File: src/rtl/vga_vram_arbiter.sv
// Single-port VRAM arbiter: scanout wins during active video, CPU wins in blanking,
// with a starvation override. Optional statistics counters: VGA_VRAM_ARB_STATS_EN.
module vga_vram_arbiter #(
    parameter int VRAM_DATA_WIDTH = 16,
    parameter int VRAM_ADDR_WIDTH = 17,
    parameter int STARVE_LIMIT    = 8,
    parameter int STAT_WIDTH      = 16
) (
    input  logic                       clock,
    input  logic                       reset,
    input  logic                       hblank,
    input  logic                       vblank,
    input  logic                       scan_req,
    input  logic [VRAM_ADDR_WIDTH-1:0] scan_addr,
    output logic                       scan_gnt,
    output logic [VRAM_DATA_WIDTH-1:0] scan_rdata,
    output logic                       scan_rvalid,
    input  logic                       cpu_req,
    input  logic                       cpu_we,
    input  logic [VRAM_ADDR_WIDTH-1:0] cpu_addr,
    input  logic [VRAM_DATA_WIDTH-1:0] cpu_wdata,
    output logic                       cpu_gnt,
    output logic [VRAM_DATA_WIDTH-1:0] cpu_rdata,
    output logic                       cpu_rvalid,
    output logic                       vram_en,
    output logic                       vram_we,
    output logic [VRAM_ADDR_WIDTH-1:0] vram_addr,
    output logic [VRAM_DATA_WIDTH-1:0] vram_wdata,
    input  logic [VRAM_DATA_WIDTH-1:0] vram_rdata,
    input  logic                       stat_clear,
    output logic [STAT_WIDTH-1:0]      stat_cpu_wait,
    output logic [STAT_WIDTH-1:0]      stat_scan_def
);

    localparam int STAGES = 2;
    localparam logic [7:0] STARVE_MAX = 8'(STARVE_LIMIT);

    typedef struct packed {
        logic                       we;
        logic [VRAM_ADDR_WIDTH-1:0] addr;
        logic [VRAM_DATA_WIDTH-1:0] wdata;
    } vram_req_t;

    logic                       blank;
    logic                       force_cpu;
    logic                       rd_issue;
    vram_req_t                  gnt_req;
    logic [7:0]                 starve;
    logic [STAGES:1]            vld_pipe;
    logic [STAGES:1]            own_pipe;   // 1 = CPU owns the read in flight
    logic [VRAM_DATA_WIDTH-1:0] cpu_rdata_q;
    logic [VRAM_DATA_WIDTH-1:0] scan_rdata_q;

    assign blank     = hblank | vblank;
    assign force_cpu = (starve == STARVE_MAX) && cpu_req;

    // Grants are masked while reset is low so the bus stays quiet through reset.
    always_comb begin
        cpu_gnt  = 1'b0;
        scan_gnt = 1'b0;
        if (reset) begin
            if (blank) begin
                cpu_gnt  = cpu_req;
                scan_gnt = scan_req && !cpu_req;
            end else begin
                cpu_gnt  = force_cpu || (cpu_req && !scan_req);
                scan_gnt = scan_req && !force_cpu;
            end
        end
    end

    always_comb begin
        gnt_req = '0;
        if (cpu_gnt)
            gnt_req = '{we: cpu_we, addr: cpu_addr, wdata: cpu_wdata};
        else if (scan_gnt)
            gnt_req = '{we: 1'b0, addr: scan_addr, wdata: '0};
    end

    assign rd_issue = scan_gnt || (cpu_gnt && !cpu_we);

    always_ff @(posedge clock) begin
        if (!reset) begin
            starve       <= '0;
            vram_en      <= 1'b0;
            vram_we      <= 1'b0;
            vram_addr    <= '0;
            vram_wdata   <= '0;
            vld_pipe     <= '0;
            own_pipe     <= '0;
            cpu_rdata_q  <= '0;
            scan_rdata_q <= '0;
        end else begin
            if (cpu_req && !cpu_gnt)
                starve <= (starve == STARVE_MAX) ? starve : starve + 8'd1;
            else
                starve <= '0;
            vram_en    <= cpu_gnt || scan_gnt;
            vram_we    <= gnt_req.we;
            vram_addr  <= gnt_req.addr;
            vram_wdata <= gnt_req.wdata;
            vld_pipe   <= {vld_pipe[STAGES-1:1], rd_issue};
            own_pipe   <= {own_pipe[STAGES-1:1], cpu_gnt};
            if (cpu_rvalid)  cpu_rdata_q  <= vram_rdata;
            if (scan_rvalid) scan_rdata_q <= vram_rdata;
        end
    end

    // Sync SRAM data arrives in the tag's final stage; bypass it, then hold it.
    assign cpu_rvalid  = vld_pipe[STAGES] && own_pipe[STAGES];
    assign scan_rvalid = vld_pipe[STAGES] && !own_pipe[STAGES];
    assign cpu_rdata   = cpu_rvalid  ? vram_rdata : cpu_rdata_q;
    assign scan_rdata  = scan_rvalid ? vram_rdata : scan_rdata_q;

`ifdef VGA_VRAM_ARB_STATS_EN
    always_ff @(posedge clock) begin
        if (!reset || stat_clear) begin
            stat_cpu_wait <= '0;
            stat_scan_def <= '0;
        end else begin
            if (cpu_req && !cpu_gnt && stat_cpu_wait != '1)
                stat_cpu_wait <= stat_cpu_wait + 1'b1;
            if (!blank && scan_req && !scan_gnt && stat_scan_def != '1)
                stat_scan_def <= stat_scan_def + 1'b1;
        end
    end
`else
    logic unused_stat_clear;
    assign unused_stat_clear = stat_clear;
    assign stat_cpu_wait     = '0;
    assign stat_scan_def     = '0;
`endif

endmodule

File: config.mk
export PLATFORM = sky130hd
export DESIGN_NAME = vga_vram_arbiter
export DESIGN_NICKNAME = d
export VERILOG_FILES = /design/src/rtl/vga_vram_arbiter.sv
export SDC_FILE = /design/constraint.sdc
export NUM_CORES = 1
export LEC_CHECK = 0
export CAP_MARGIN = 5
export CORE_MARGIN = 2
export CORE_UTILIZATION = 41
export CTS_CLUSTER_SIZE = 30
export DETAILED_ROUTE_END_ITERATION = 8
export PLACE_DENSITY = 0.87
export REMOVE_ABC_BUFFERS = 1
export SYNTH_ARGS = -nofsm -noshare
export SYNTH_HDL_FRONTEND = slang
export SYNTH_SLANG_ARGS = --single-unit
export TNS_END_PERCENT = 5
File: constraint.sdc
create_clock -name clock -period 3.54 [get_ports clock]
set_input_delay 0.354 -clock clock [delete_from_list [all_inputs] [get_ports clock]]
set_output_delay 0.354 -clock clock [all_outputs]
set_load 0.01 [all_outputs]
==> After elaboration in Yosys (flattened, before gate mapping) <==
Index checks and enable logic that the tools add are counted.
W data, S select, Z words.
{ "word_totals": {"wordCells": 38, "output_inout_bits": 103, "inputBits": 74, "ff_bits": 79} }
{ "classes": {"muxes": 8, "n_reduce_logical": 18, "n_addsub": 1, "n_bitwise": 1, "eq_ne": 1} }
{ "ops": {"columns": ["op", "n"], "rows": [
  ["$mux W34", 1],
  ["$mux W33", 1],
  ["$mux W16", 2],
  ["$add A8 B1 Y8 const B", 1],
  ["$eq A8 B4 Y1 const B", 1],
  ["$logic_and A1 B1 Y1", 8],
  ["$logic_not A1 Y1", 6],
  ["$mux W1", 4],
  ["$logic_or A1 B1 Y1", 3],
  ["$reduce_and A2 Y1", 1],
  ["$or A1 B1 Y1", 1]
]} }

==> Logic depth before layout (Yosys ltp) <==
{ "depth": {"depth_word": 8, "mapped_depth": 7, "depth_no_buf": 5} }

==> Least setup slack after synthesis <==
Ideal clock, no wire load.
{ "synth_timing": {"path_kind": "register to output", "start": "reg starve[0]", "end": "out cpu_gnt", "setup_slack_ns": 1.523, "n_path_buf": 1, "required_ns": 3.186, "path_stages_with_launch": 7, "arrival_time_ns": 1.663, "path_cell_list": "dfxtp_1 > inv_1 > ha_1 > or4b_4 > o21ai_2 > buf_6 > and2_1"} }
{ "synth_between": {"elab_chain_len": 5} }
{ "synth_rtl": {"columns": ["element", "line", "text"], "rows": [
  ["start, declared", "48", "logic [7:0] starve;"],
  ["start signal, assigned", "95", "starve <= (starve == STARVE_MAX) ? starve : starve + 8'd1;"],
  ["$eq A8 B4 Y1", "55", "assign force_cpu = (starve == STARVE_MAX) && cpu_req;"],
  ["$logic_and A1 B1 Y1", "55", null],
  ["$logic_or A1 B1 Y1", "66", "cpu_gnt = force_cpu || (cpu_req && !scan_req);"],
  ["$mux W1", "62", "if (blank) begin"],
  ["$mux W1", "61", "if (reset) begin"],
  ["end, declared", "22", "output logic cpu_gnt,"]
]} }
Every way passes these cells.

==> Worst setup path in the final report <==
Ends and elaborated chain as after synthesis.

==> results.sh <==
export IMPL_grt_pass1_vias=2419
export IMPL_ctsResizeCount=0
export IMPL_ff2ff_setup_slack_ns=1.61
export IMPL_drc_errors=0
export IMPL_crit_fanout=6
export IMPL_rr_endpoint="vram_addr[3]"
export IMPL_clock_root_buffer="clkbuf_8"
export IMPL_peakVddDrop_v=0.000214
export IMPL_worstPathArrival_ns=2.26
export IMPL_initial_core_util_pct=42.4
export IMPL_cap_viol_max_count=0
export IMPL_grt_max_degree=39
export IMPL_rsz0062_at_grt="false"
export IMPL_startpoint_type="flip-flop"
export IMPL_synth_seq_cells=79
export IMPL_synth_largest_area_cell="dfxtp_1"
export IMPL_ys_flop_type="dfxtp_1"
export IMPL_synth_edff_count=0
export IMPL_cts_tree="yes"
export IMPL_finalHoldViolCount=0
export IMPL_holdPathEnd="vld_pipe[2]"
export IMPL_route_vias_total=2388
export IMPL_io_pins=177
export IMPL_portBuffers=143
export IMPL_grt_total_usage_pct=17.3
export IMPL_syn_area_per_cell_um2=11.2
export IMPL_hp_start="vld_pipe[1]"
export IMPL_postCtsSetupBuffers=0
export IMPL_yosysWarnings=0
export IMPL_worstSetupPathType="flip-flop to output port"
export IMPL_wl_um=7150
export IMPL_power_leakage_nw=1.91
export IMPL_min_path_cells=1
export IMPL_antenna_cells=0
export IMPL_layout_drive_gt1_share_pct=12.8
export IMPL_required_ns=3.19
export IMPL_clk_insertion_delay_late_ns=0.33
export IMPL_rr_worst_depth=6
export IMPL_chipHeight_um=90.9
export IMPL_timing_slew_headroom_pct=42.6
export IMPL_tns_ns=0
export IMPL_status="finished clean"
export IMPL_die_x_um=90.9
export IMPL_dr_pass1_iters=4
export IMPL_dr_first_iter_drc_count=37
export IMPL_p_total_mw=1.79
export IMPL_async_flop_share_pct=0
export IMPL_max_freq_ghz=0.382
export IMPL_dp_slack_ns=1.07
export IMPL_tightest_slew_ns=0.861
export IMPL_placedCellCount=505
export IMPL_antenna_found_initial=0
export IMPL_die_area_mm2=0.00825
export IMPL_syn_cell_area_mm2=0.00309
export IMPL_critPathMaxStageDelay_ns=0.55
export IMPL_finalSetupViolCount=0
export IMPL_ctsHoldBuffers=0
export IMPL_synth_top_area_share_pct=51.1
export IMPL_final_antenna_net_count=0
export IMPL_skew_ns=0.0110
export IMPL_synthTopCellsByCount="dfxtp_1, and2_1, buf_4, mux2_2"
export IMPL_yosysUniqueCellTypes=35
export IMPL_rows=31
export IMPL_placed_area_mm2=0.00445
export IMPL_crit_slowest_cell="clkdlybuf4s50_1"
export IMPL_finalCoreUtilization_pct=63.5
export IMPL_grt_ovfl_total=0
export IMPL_layoutNonFillerInstCount=521
export IMPL_routabilityCongestion=0.695
export IMPL_path_cells="inv_1 -> ha_1 -> or4b_4 -> o21ai_2 -> and2_1 -> clkdlybuf4s50_1"
export IMPL_r2r_start="starve[0]"
export IMPL_period_needed_ns=2.62
export IMPL_grt_pass1_wl_um=11200
export IMPL_path_clk_slew_ns=0.08
export IMPL_min_period_over_period_pct=73.9
export IMPL_via_per_inst=4.58
export IMPL_final_area_mm2=0.00463
export IMPL_htreeDepth=3
export IMPL_worst_slack_ns=0.925
export IMPL_nets=493
export IMPL_synthCells=276
export IMPL_synth_area_leaders="dfxtp_1, mux2_2, buf_4, and2_1, a32o_1"
export IMPL_end_kind="output port"
export IMPL_core_area_mm2=0.00729
export IMPL_hold_slack_ns=0.439
export IMPL_hpwl_um=5410
export IMPL_cts_buffers=9
export IMPL_cts_buffer_depth=2
export IMPL_cts_sinks=79
export IMPL_ys_seq_area_share_pct=51.1
export IMPL_hold_class="flip-flop to flip-flop"
export IMPL_synth_most_common_cell="dfxtp_1"
export IMPL_power_density_mw_per_mm2=386
export IMPL_drv_slew=0
export IMPL_syn_to_final_growth_pct=49.6
export IMPL_wl_per_cell_um=13.7
[cell families (layout without fill, tap and decap cells)]
logic type	Yosys count	count (layout)	share of synthesized area, %
adder cells (fa/ha/maj)	2	2	0.809
flip-flops	79	79	51.1
multiplexers	33	33	12.0
AND/OR/NAND/NOR	75	75	15.3
other	1	32	0.121
AO/OA/AOI/OAI	29	29	8.01
buffers and inverters	54	169	11.8
XOR/XNOR	3	3	0.850
[worst max path at each step]
stage                     start             end  slack [ns]  depth (start not counted)
finish                starve[0]         cpu_gnt        0.92                          6
global route        own_pipe[2]   scan_rdata[4]        0.80                          3
CTS                 own_pipe[2]  scan_rdata[14]        0.88                          3
detailed placement     scan_req         cpu_gnt        1.07                          5
global placement       scan_req         cpu_gnt        1.11                          5
floorplan             starve[0]         cpu_gnt        1.27                          5
[report_power, final]
group	internal, mW	switching (mW)	total (mW)
Sequential	0.921	0.00885	0.930
Clock	0.273	0.312	0.584
Combinational	0.170	0.104	0.274
Total	1.36	0.425	1.79
[registers in the layout, indices dropped and copies added, names as in the netlist]
register	count
own_pipe	2
cpu_rdata_q	16
vram_addr	17
vram_wdata	16
starve	8
scan_rdata_q	16
vld_pipe	2
vram_we	1
vram_en	1
[layout make-up]
class,instances,area [um2]
clock buffers,11,141
clock inverters,5,33.8
fillers,602,2670
inverters,6,22.5
multi-input cells,174,1260
flip-flops and latches,79,1580
well taps,99,124
repair buffers,147,1460
[layer usage]
metal,routed length (um),up-vias,GRT usage [%]
li1,-,1170,-
met1,2740,1080,17.6
met2,3640,125,31.8
met3,637,13,5.93
met4,135,0,7.32
met5,0,-,0
[critical path: cells and delay by family (launching register included)]
family          cells  cell delay, ns
simple gates        2            0.64
buf+inv             2            0.62
flops               1            0.37
compound gates      1            0.17
fa+ha+maj           1            0.13
[placed cells by master, fill, tap and decap left out, types with 6 or more instances in the layout]
master | synthesis | layout
a32o_1 | 17 | 17
mux2_2 | 32 | 32
clkdlybuf4s50_1 | 0 | 143
and2_1 | 37 | 37
and3_1 | 17 | 17
dfxtp_1 | 79 | 79
clkbuf_8 | 0 | 10
conb_1 | 1 | 32
inv_1 | 6 | 6
Power figures use the tool's default switching activity.
